`src/rtl/obuf_arb_pkg.sv`:
```
// obuf_arb shared constants: direction indices, payload width, FIFO depth.
// Also provides the modulo-5 wrap helper used by the round-robin search.
package obuf_arb_pkg;

  localparam int PKT_W      = 32;
  localparam int OBUF_DEPTH = 2;
  localparam int N_REQ      = 5;

  localparam logic [2:0] DIR_N = 3'd0;
  localparam logic [2:0] DIR_S = 3'd1;
  localparam logic [2:0] DIR_E = 3'd2;
  localparam logic [2:0] DIR_W = 3'd3;
  localparam logic [2:0] DIR_B = 3'd4;

  // Reset pointer so that DIR_N is searched first.
  localparam logic [2:0] LAST_RST = DIR_B;

  function automatic logic [2:0] wrap5(input logic [3:0] v);
    return (v >= 4'd5) ? 3'(v - 4'd5) : v[2:0];
  endfunction

endpackage

```
`src/rtl/obuf_arb_rr_arb5.sv`:
```
// rr_arb5: combinational 5-input round-robin arbiter.
// Ports: req, last (previous winner), en -> one-hot gnt, gnt_idx.
module rr_arb5
  import obuf_arb_pkg::*;
(
  input  logic [4:0] req,
  input  logic [2:0] last,
  input  logic       en,
  output logic [4:0] gnt,
  output logic [2:0] gnt_idx
);

  logic [2:0] idx;
  logic       found;

  // Walk last+1 .. last+5 (mod 5); first asserted request wins.
  always_comb begin
    gnt     = '0;
    gnt_idx = last;
    found   = 1'b0;
    idx     = '0;
    for (int k = 1; k <= 5; k++) begin
      idx = wrap5({1'b0, last} + 4'(k));
      if (en && !found && req[idx]) begin
        found    = 1'b1;
        gnt[idx] = 1'b1;
        gnt_idx  = idx;
      end
    end
  end

endmodule

```
`src/rtl/obuf_arb.sv`:
```
// obuf_arb: per-direction output stage; round-robin over 5 input buffers,
// winner payload into a DEPTH-entry FIFO, FIFO head drives the link.
// Ports: clk, rst_n (async low), arb_req, payload_i, arb_gnt, obuf_rdy,
// out_vld, out_rdy, out_payload; perf_stall_cnt with OBUF_PERF_EN.
module obuf_arb
  import obuf_arb_pkg::*;
#(
  parameter int PYLD_W = PKT_W,
  parameter int DEPTH  = OBUF_DEPTH
) (
  input  logic                    clk,
  input  logic                    rst_n,
  input  logic [4:0]              arb_req,
  input  logic [N_REQ*PYLD_W-1:0] payload_i,
  output logic [4:0]              arb_gnt,
  output logic                    obuf_rdy,
  output logic                    out_vld,
  input  logic                    out_rdy,
  output logic [PYLD_W-1:0]       out_payload
`ifdef OBUF_PERF_EN
  ,
  output logic [15:0]             perf_stall_cnt
`endif
);

  localparam int AW = $clog2(DEPTH);
  localparam int CW = $clog2(DEPTH + 1);
  localparam logic [CW-1:0] FULL = CW'(DEPTH);

  logic [2:0]        last_q, last_d;
  logic [CW-1:0]     count_q, count_d;
  logic [AW-1:0]     wr_ptr_q, wr_ptr_d;
  logic [AW-1:0]     rd_ptr_q, rd_ptr_d;
  logic [PYLD_W-1:0] mem_q [DEPTH];
  logic [PYLD_W-1:0] mem_d [DEPTH];

  logic [2:0] gnt_idx;
  logic       push;
  logic       pop;

  // Registered-only ready: full-with-pop still refuses the push.
  assign obuf_rdy    = (count_q != FULL);
  assign out_vld     = (count_q != '0);
  assign out_payload = mem_q[rd_ptr_q];

  rr_arb5 u_arb (
    .req     (arb_req),
    .last    (last_q),
    .en      (obuf_rdy),
    .gnt     (arb_gnt),
    .gnt_idx (gnt_idx)
  );

  assign push = |arb_gnt;
  assign pop  = out_vld & out_rdy;

  always_comb begin
    last_d   = last_q;
    count_d  = count_q;
    wr_ptr_d = wr_ptr_q;
    rd_ptr_d = rd_ptr_q;
    mem_d    = mem_q;
    if (push) begin
      mem_d[wr_ptr_q] = payload_i[int'(gnt_idx)*PYLD_W +: PYLD_W];
      wr_ptr_d        = wr_ptr_q + AW'(1);
      last_d          = gnt_idx;
    end
    if (pop) begin
      rd_ptr_d = rd_ptr_q + AW'(1);
    end
    unique case ({push, pop})
      2'b10:   count_d = count_q + CW'(1);
      2'b01:   count_d = count_q - CW'(1);
      default: count_d = count_q;
    endcase
  end

  always_ff @(posedge clk or negedge rst_n) begin
    if (!rst_n) begin
      last_q   <= LAST_RST;
      count_q  <= '0;
      wr_ptr_q <= '0;
      rd_ptr_q <= '0;
      for (int i = 0; i < DEPTH; i++) begin
        mem_q[i] <= '0;
      end
    end else begin
      last_q   <= last_d;
      count_q  <= count_d;
      wr_ptr_q <= wr_ptr_d;
      rd_ptr_q <= rd_ptr_d;
      mem_q    <= mem_d;
    end
  end

`ifdef OBUF_PERF_EN
  logic [15:0] perf_q, perf_d;

  // Saturating count of cycles the link is offered but not taken.
  always_comb begin
    perf_d = perf_q;
    if (out_vld && !out_rdy && (perf_q != 16'hFFFF)) begin
      perf_d = perf_q + 16'd1;
    end
  end

  always_ff @(posedge clk or negedge rst_n) begin
    if (!rst_n) begin
      perf_q <= '0;
    end else begin
      perf_q <= perf_d;
    end
  end

  assign perf_stall_cnt = perf_q;
`endif

endmodule

```
`config.mk`:
```
export PLATFORM = sky130hd
export DESIGN_NAME = obuf_arb
export DESIGN_NICKNAME = d
export VERILOG_FILES = /design/src/rtl/obuf_arb_pkg.sv /design/src/rtl/obuf_arb_rr_arb5.sv /design/src/rtl/obuf_arb.sv
export SDC_FILE = /design/constraint.sdc
export NUM_CORES = 1
export LEC_CHECK = 0
export CAP_MARGIN = 20
export CORE_ASPECT_RATIO = 1.75
export CORE_MARGIN = 2
export CORE_UTILIZATION = 45
export DETAILED_ROUTE_END_ITERATION = 12
export GPL_TIMING_DRIVEN = 0
export PLACE_DENSITY = 0.79
export SLEW_MARGIN = 40
export SYNTH_ARGS = -nofsm -noshare
export SYNTH_HDL_FRONTEND = slang
export SYNTH_SLANG_ARGS = --single-unit
```
`constraint.sdc`:
```
create_clock -name clk -period 14.1 [get_ports clk]
set_input_delay 1.41 -clock clk [delete_from_list [all_inputs] [get_ports clk]]
set_output_delay 1.41 -clock clk [all_outputs]
set_load 0.03 [all_outputs]
```
# Word level (Yosys, flattened, before mapping)
# Cells that the tools add are included.
[classes] magnitude_cmp=18 reduce_logical=22 addsub=14 mux=46 shift=1 eq_ne=3 bitwise_logic=7
[ops] op="160-bit by 9-bit indexed part select with 32-bit output" n=1
[ops] op="32-bit 2-to-1 mux" n=4
[ops] op="64-bit bitwise mux" n=1
[ops] op="32-bit demux with 1-bit select" n=1
[ops] op="3-bit 2-to-1 mux" n=10
[ops] op="5-bit 2-to-1 mux" n=5
[ops] op="4-bit by 3-bit greater-or-equal comparator with 1-bit output (second input constant)" n=5
[ops] op="3-bit by 4-bit less-than comparator with 1-bit output (second input constant)" n=5
[ops] op="5-bit bitwise OR" n=4
[ops] op="1-bit binary-select mux with 3-bit select" n=5
[ops] op="1-bit demux with 3-bit select" n=5
[ops] op="3-bit by 1-bit greater-or-equal comparator with 1-bit output (second input constant)" n=5
[ops] op="1-bit logical AND" n=15
[ops] op="3-bit subtractor (second input constant)" n=5
[ops] op="1-bit 2-to-1 mux" n=14
[ops] op="3-bit by 2-bit adder with 4-bit output (second input constant)" n=2
[ops] op="3-bit by 3-bit adder with 4-bit output (second input constant)" n=2
[ops] op="5-bit OR reduction" n=1
[ops] op="3-bit by 1-bit adder with 4-bit output (second input constant)" n=1
[ops] op="2-bit greater-or-equal comparator (second input constant)" n=2
[ops] op="1-bit logical NOT" n=4
[ops] op="1-bit NOT with 2-bit output" n=2
[ops] op="2-bit case mux with 2 select lines" n=1
[ops] op="2-bit nonzero test" n=2
[ops] op="other kinds (8)" n=9
[word_totals] input_bits=168 register_bits=71 elab_cells=117 output_inout_bits=39

# Logic depth before layout (Yosys ltp)
[depth] ltp_word=26 depth_mapped=21

# Hierarchy
# Synthesis repeated with hierarchy kept, for this count alone.
[hier_totals] cells_unflattened=736 hier_area_um2=6222.2
[by_module_without_submodules] mod="obuf_arb" cells_each=532 n_inst=1 area_each_um2=4845.9
[by_module_without_submodules] mod="rr_arb5" cells_each=204 n_inst=1 area_each_um2=1376.3

# Worst setup path before layout
# No wires, ideal clock.
[synth_timing] path_kind="register -> output" from="reg last_q[2]" to="out arb_gnt[4]" required_time_ns=12.690 stages_incl_launch_ff=15 n_path_buf=6 path_slack_ns=8.654 arrival_ns=4.036 cell_sequence="dfstp_2 buf_2 buf_2 inv_1 clkbuf_1 clkbuf_1 ha_1 buf_2 a211o_1 and2_1 clkbuf_1 o221a_2 nor2_1 nand4_1 o41ai_1"
[synth_between] elab_chain_cells=23
[synth_rtl] item="start: declaration" line="obuf_arb.sv:30" source="logic [2:0] last_q, last_d;"
[synth_rtl] item="start signal: assignment" line="obuf_arb.sv:88" source="last_q <= last_d;"
[synth_rtl] item="parallel branches: the longest is 22 deep, another holds 3-bit by 1-bit adder with 4-bit output"
[synth_rtl] item="5-bit 2-to-1 mux *" line="obuf_arb_rr_arb5.sv:24" source="if (en && !found && req[idx]) begin"
[synth_rtl] item="end: declaration" line="obuf_arb.sv:15" source="output logic [4:0] arb_gnt,"
# Every way passes the cells marked *. The select of a mux whose other input is x is not followed.

# Final worst setup path
# Same ends and word-level chain as after synthesis.

==> results_dict.tcl <==
set metrics [dict create \
    status "finished clean" \
    global_router_s_overall_resource_usage 0.3268 \
    clock_skew_ps 4.681 \
    critical_path_class "reg2out" \
    max_slew.worst_pin.slew_ps 681.9 \
    max_transition_viols_final 0 \
    port-buffer-count 206 \
    drc 0 \
    die_area_um2 15040 \
    post_synth_instance_area_um2 6317 \
    gp_congestion 0.9920 \
    vias 7071 \
    detail-route-antenna-nets 0 \
    dpl.cell_count 1146 \
    design.core.area_um2 13840 \
    antennaDiodeCount 0 \
    worst_ep_required_time_ps 12690 \
    timing.max_cap.violations 0 \
    hp-class "reg2reg" \
    finish.net_count 1160 \
    fmax_mhz 128.8 \
    critical_path_peak_fanout 11 \
    global_route.peak_usage_layer "met2" \
    ctsLongestPathBuffers 2 \
    synthesis.yosys.warnings 0 \
    timing.critical_path.cells "buf_2, buf_2, inv_1, clkbuf_1, clkbuf_1, ha_1, buf_2, a211o_1, and2_1, clkbuf_1, or4_1, a41oi_1, o211ai_1, a31oi_2, clkbuf_1, o41ai_1, clkdlybuf4s50_1" \
    crit_path_max_incr_delay_ps 630 \
    dp_slack_ps 6860 \
    area_growth_syn_to_layout_pct 42.25 \
    insertion_delay_ps 340 \
    ys_async_sr_fraction 1.000 \
    synth_seq_cells 71 \
    floorplan.die.height_um 160.7 \
    finalWorstSetupSlack_ps 6338 \
    min_period_ps 7762 \
    slew-limit-headroom 0.5415 \
    critical-path-slowest-cell "sky130_fd_sc_hd__clkdlybuf4s50_1" \
    hold_viol 0 \
    hold_ws_ps 494.3 \
    critPathLaunch "last_q[2]$_DFFE_PN1N_" \
    first_iter_violations 569 \
    cp.arrival_ps 6350 \
    place.detailed.hpwl_um 19350 \
    postCtsHoldBufs 0 \
    min_from "count_q[1]$_DFFE_PN0P_" \
    post_drt_via_cell_ratio 6.085 \
    routed_wl_um 24930 \
    routedWlPerCell_um 21.45 \
    grt_pass1_vias 7271 \
    groute.layer.met1.usage 0.3384 \
    cts_resized 0 \
    grt_first_pass_wirelength_um 37900 \
    crit_top_cell "sky130_fd_sc_hd__clkbuf_1" \
    design.portCount 207 \
    synth_edf_count 0 \
    die-width_um 93.57 \
    globalRouteOverflowTotal 0 \
    drtPass1Iterations 7 \
    cts.sinks 71 \
    worst_setup_hold_path_clk_slew_ps 60 \
    global_route.usage.met2 0.6151 \
    dominantRegCellSynth "sky130_fd_sc_hd__dfrtp_1" \
    synth.lib_cells_used.distinct 85 \
    root_buffer "sky130_fd_sc_hd__clkbuf_16" \
    numCtsBuffers 9 \
    setup_repair_after_global_routing_missed_its_margin "no" \
    reg2reg_from "last_q[2]$_DFFE_PN1N_" \
    antenna_violations_before_repair 0 \
    post_synthesis_sequential_area_ratio 0.2814 \
    cts-htree-levels 3 \
    std_cell_rows 57 \
    grt_max_degree 62 \
    cts_tree "built" \
    worstSetupEndpointType "output port" \
    post-route-period-util 0.5505 \
    cts_post_setup_buffers_inserted 0 \
    fin_setup_tns_ps 0 \
    use_met3 0.04128 \
    post_synth.cell_area_avg_um2 8.290 \
    drive_above_1_share 0.1330 \
    setup-violations-final 0 \
    syn-num-nets 942 \
    worstSetupStartpointType "flip-flop" \
    layout.cells.non_filler 1162 \
    netlist_instances 762 \
    initial_core_utilization 0.4566 \
]
cell type report:
type,instances,area [um2]
plain buffers,65,360.3
repair buffers,207,2091
multi-input cells,611,4123
flip-flops and latches,71,1778
clock inverters,5,103.9
clock buffers,11,252.7
well taps,177,221.5
fillers,1241,4850
inverters,15,56.30
kinds of logic after synthesis:
logic type | share of synthesized area
compound gates | 0.2904
simple gates | 0.1959
mux | 0.1276
xor+xnor | 0.01387
fa+ha+maj | 0.02496
buf+inv | 0.06595
flops | 0.2814
per-stage QoR:
stage,utilization,cell area (um2)
after global routing,0.6495,8986
after CTS,0.6495,8986
final,0.6495,8986
after global placement,0.6216,8601
after floorplan,-,6317
after detailed placement,0.6237,8630
worst max-delay path: cells and delay by family (launching register included):
family                   cells  cell delay, ps
AND/OR/NAND/NOR              2             660
AO/OA/AOI/OAI                5            1520
adder cells (fa/ha/maj)      1             330
flip-flops                   1             420
buffers and inverters        9            3070
synthesized netlist by cell type (9+ instances only):
library cell / instances / area [um2]
sky130_fd_sc_hd__ha_1: 11 / 137.6
sky130_fd_sc_hd__mux2_1: 20 / 225.2
sky130_fd_sc_hd__a21oi_1: 43 / 215.2
sky130_fd_sc_hd__and3_1: 37 / 231.5
sky130_fd_sc_hd__a31oi_1: 65 / 406.6
sky130_fd_sc_hd__nor2_1: 82 / 307.8
sky130_fd_sc_hd__buf_6: 10 / 112.6
sky130_fd_sc_hd__nand2b_1: 9 / 56.30
sky130_fd_sc_hd__buf_2: 24 / 120.1
sky130_fd_sc_hd__o21ai_0: 40 / 200.2
sky130_fd_sc_hd__mux2_2: 46 / 518.0
sky130_fd_sc_hd__o211ai_1: 38 / 285.3
sky130_fd_sc_hd__nor2b_1: 10 / 62.56
sky130_fd_sc_hd__inv_1: 11 / 41.29
sky130_fd_sc_hd__o21ai_1: 39 / 195.2
sky130_fd_sc_hd__clkbuf_1: 28 / 105.1
sky130_fd_sc_hd__dfrtp_1: 70 / 1752
sky130_fd_sc_hd__nand2_1: 54 / 202.7
state kept, by name, indices dropped and copies added, names as in the netlist:
register,cells
count_q,2
mem_q,64
rd_ptr_q,1
wr_ptr_q,1
last_q,3
metal layers:
metal | vias to the layer above | wire, um
li1 | 3283 | -
met1 | 3393 | 8604
met2 | 308 | 13560
met3 | 87 | 1345
met4 | 0 | 1416
met5 | - | 0
placed cells by master (no fill, tap or decap), types with 4 or more instances in the layout:
cell,Yosys,final
sky130_fd_sc_hd__buf_6,10,11
sky130_fd_sc_hd__nand3_1,5,5
sky130_fd_sc_hd__a211oi_1,5,5
sky130_fd_sc_hd__o21ai_1,39,39
sky130_fd_sc_hd__o21ai_0,40,40
sky130_fd_sc_hd__nor4_1,5,5
sky130_fd_sc_hd__nand2_1,54,54
sky130_fd_sc_hd__xnor2_1,8,8
sky130_fd_sc_hd__mux2i_1,4,4
sky130_fd_sc_hd__o211ai_1,38,38
sky130_fd_sc_hd__dfrtp_1,70,70
sky130_fd_sc_hd__a21oi_1,43,43
sky130_fd_sc_hd__nor2b_1,10,10
sky130_fd_sc_hd__clkdlybuf4s50_1,0,205
sky130_fd_sc_hd__ha_1,11,11
sky130_fd_sc_hd__inv_1,11,11
sky130_fd_sc_hd__and3_1,37,37
sky130_fd_sc_hd__mux2_1,20,20
sky130_fd_sc_hd__buf_2,24,24
sky130_fd_sc_hd__nand2b_1,9,9
sky130_fd_sc_hd__nor2_1,82,82
sky130_fd_sc_hd__nand4_1,5,5
sky130_fd_sc_hd__a31oi_1,65,65
sky130_fd_sc_hd__a21oi_2,4,4
sky130_fd_sc_hd__clkbuf_1,28,28
sky130_fd_sc_hd__and2_1,8,8
sky130_fd_sc_hd__clkbuf_16,0,9
sky130_fd_sc_hd__mux2_2,46,46
final timing paths:
| path | to | slack [ps] | cells after the start |
|---|---|---|---|
| worst max-delay path | arb_gnt[4] | 6340 | 17 |
| worst min-delay path | count_q[1]$_DFFE_PN0P_ | 490 | 1 |
| worst max register to register | mem_q[22]$_DFFE_PN0P_ | 8130 | 19 |
| worst min register to register | count_q[1]$_DFFE_PN0P_ | 490 | 1 |
| max in group asynchronous | last_q[2]$_DFFE_PN1N_ | 12670 | 2 |
| min in group asynchronous | mem_q[42]$_DFFE_PN0P_ | 870 | 1 |
Power is not shown: default switching activity piles up to over one toggle a cycle in this logic, so the estimate is an artifact.
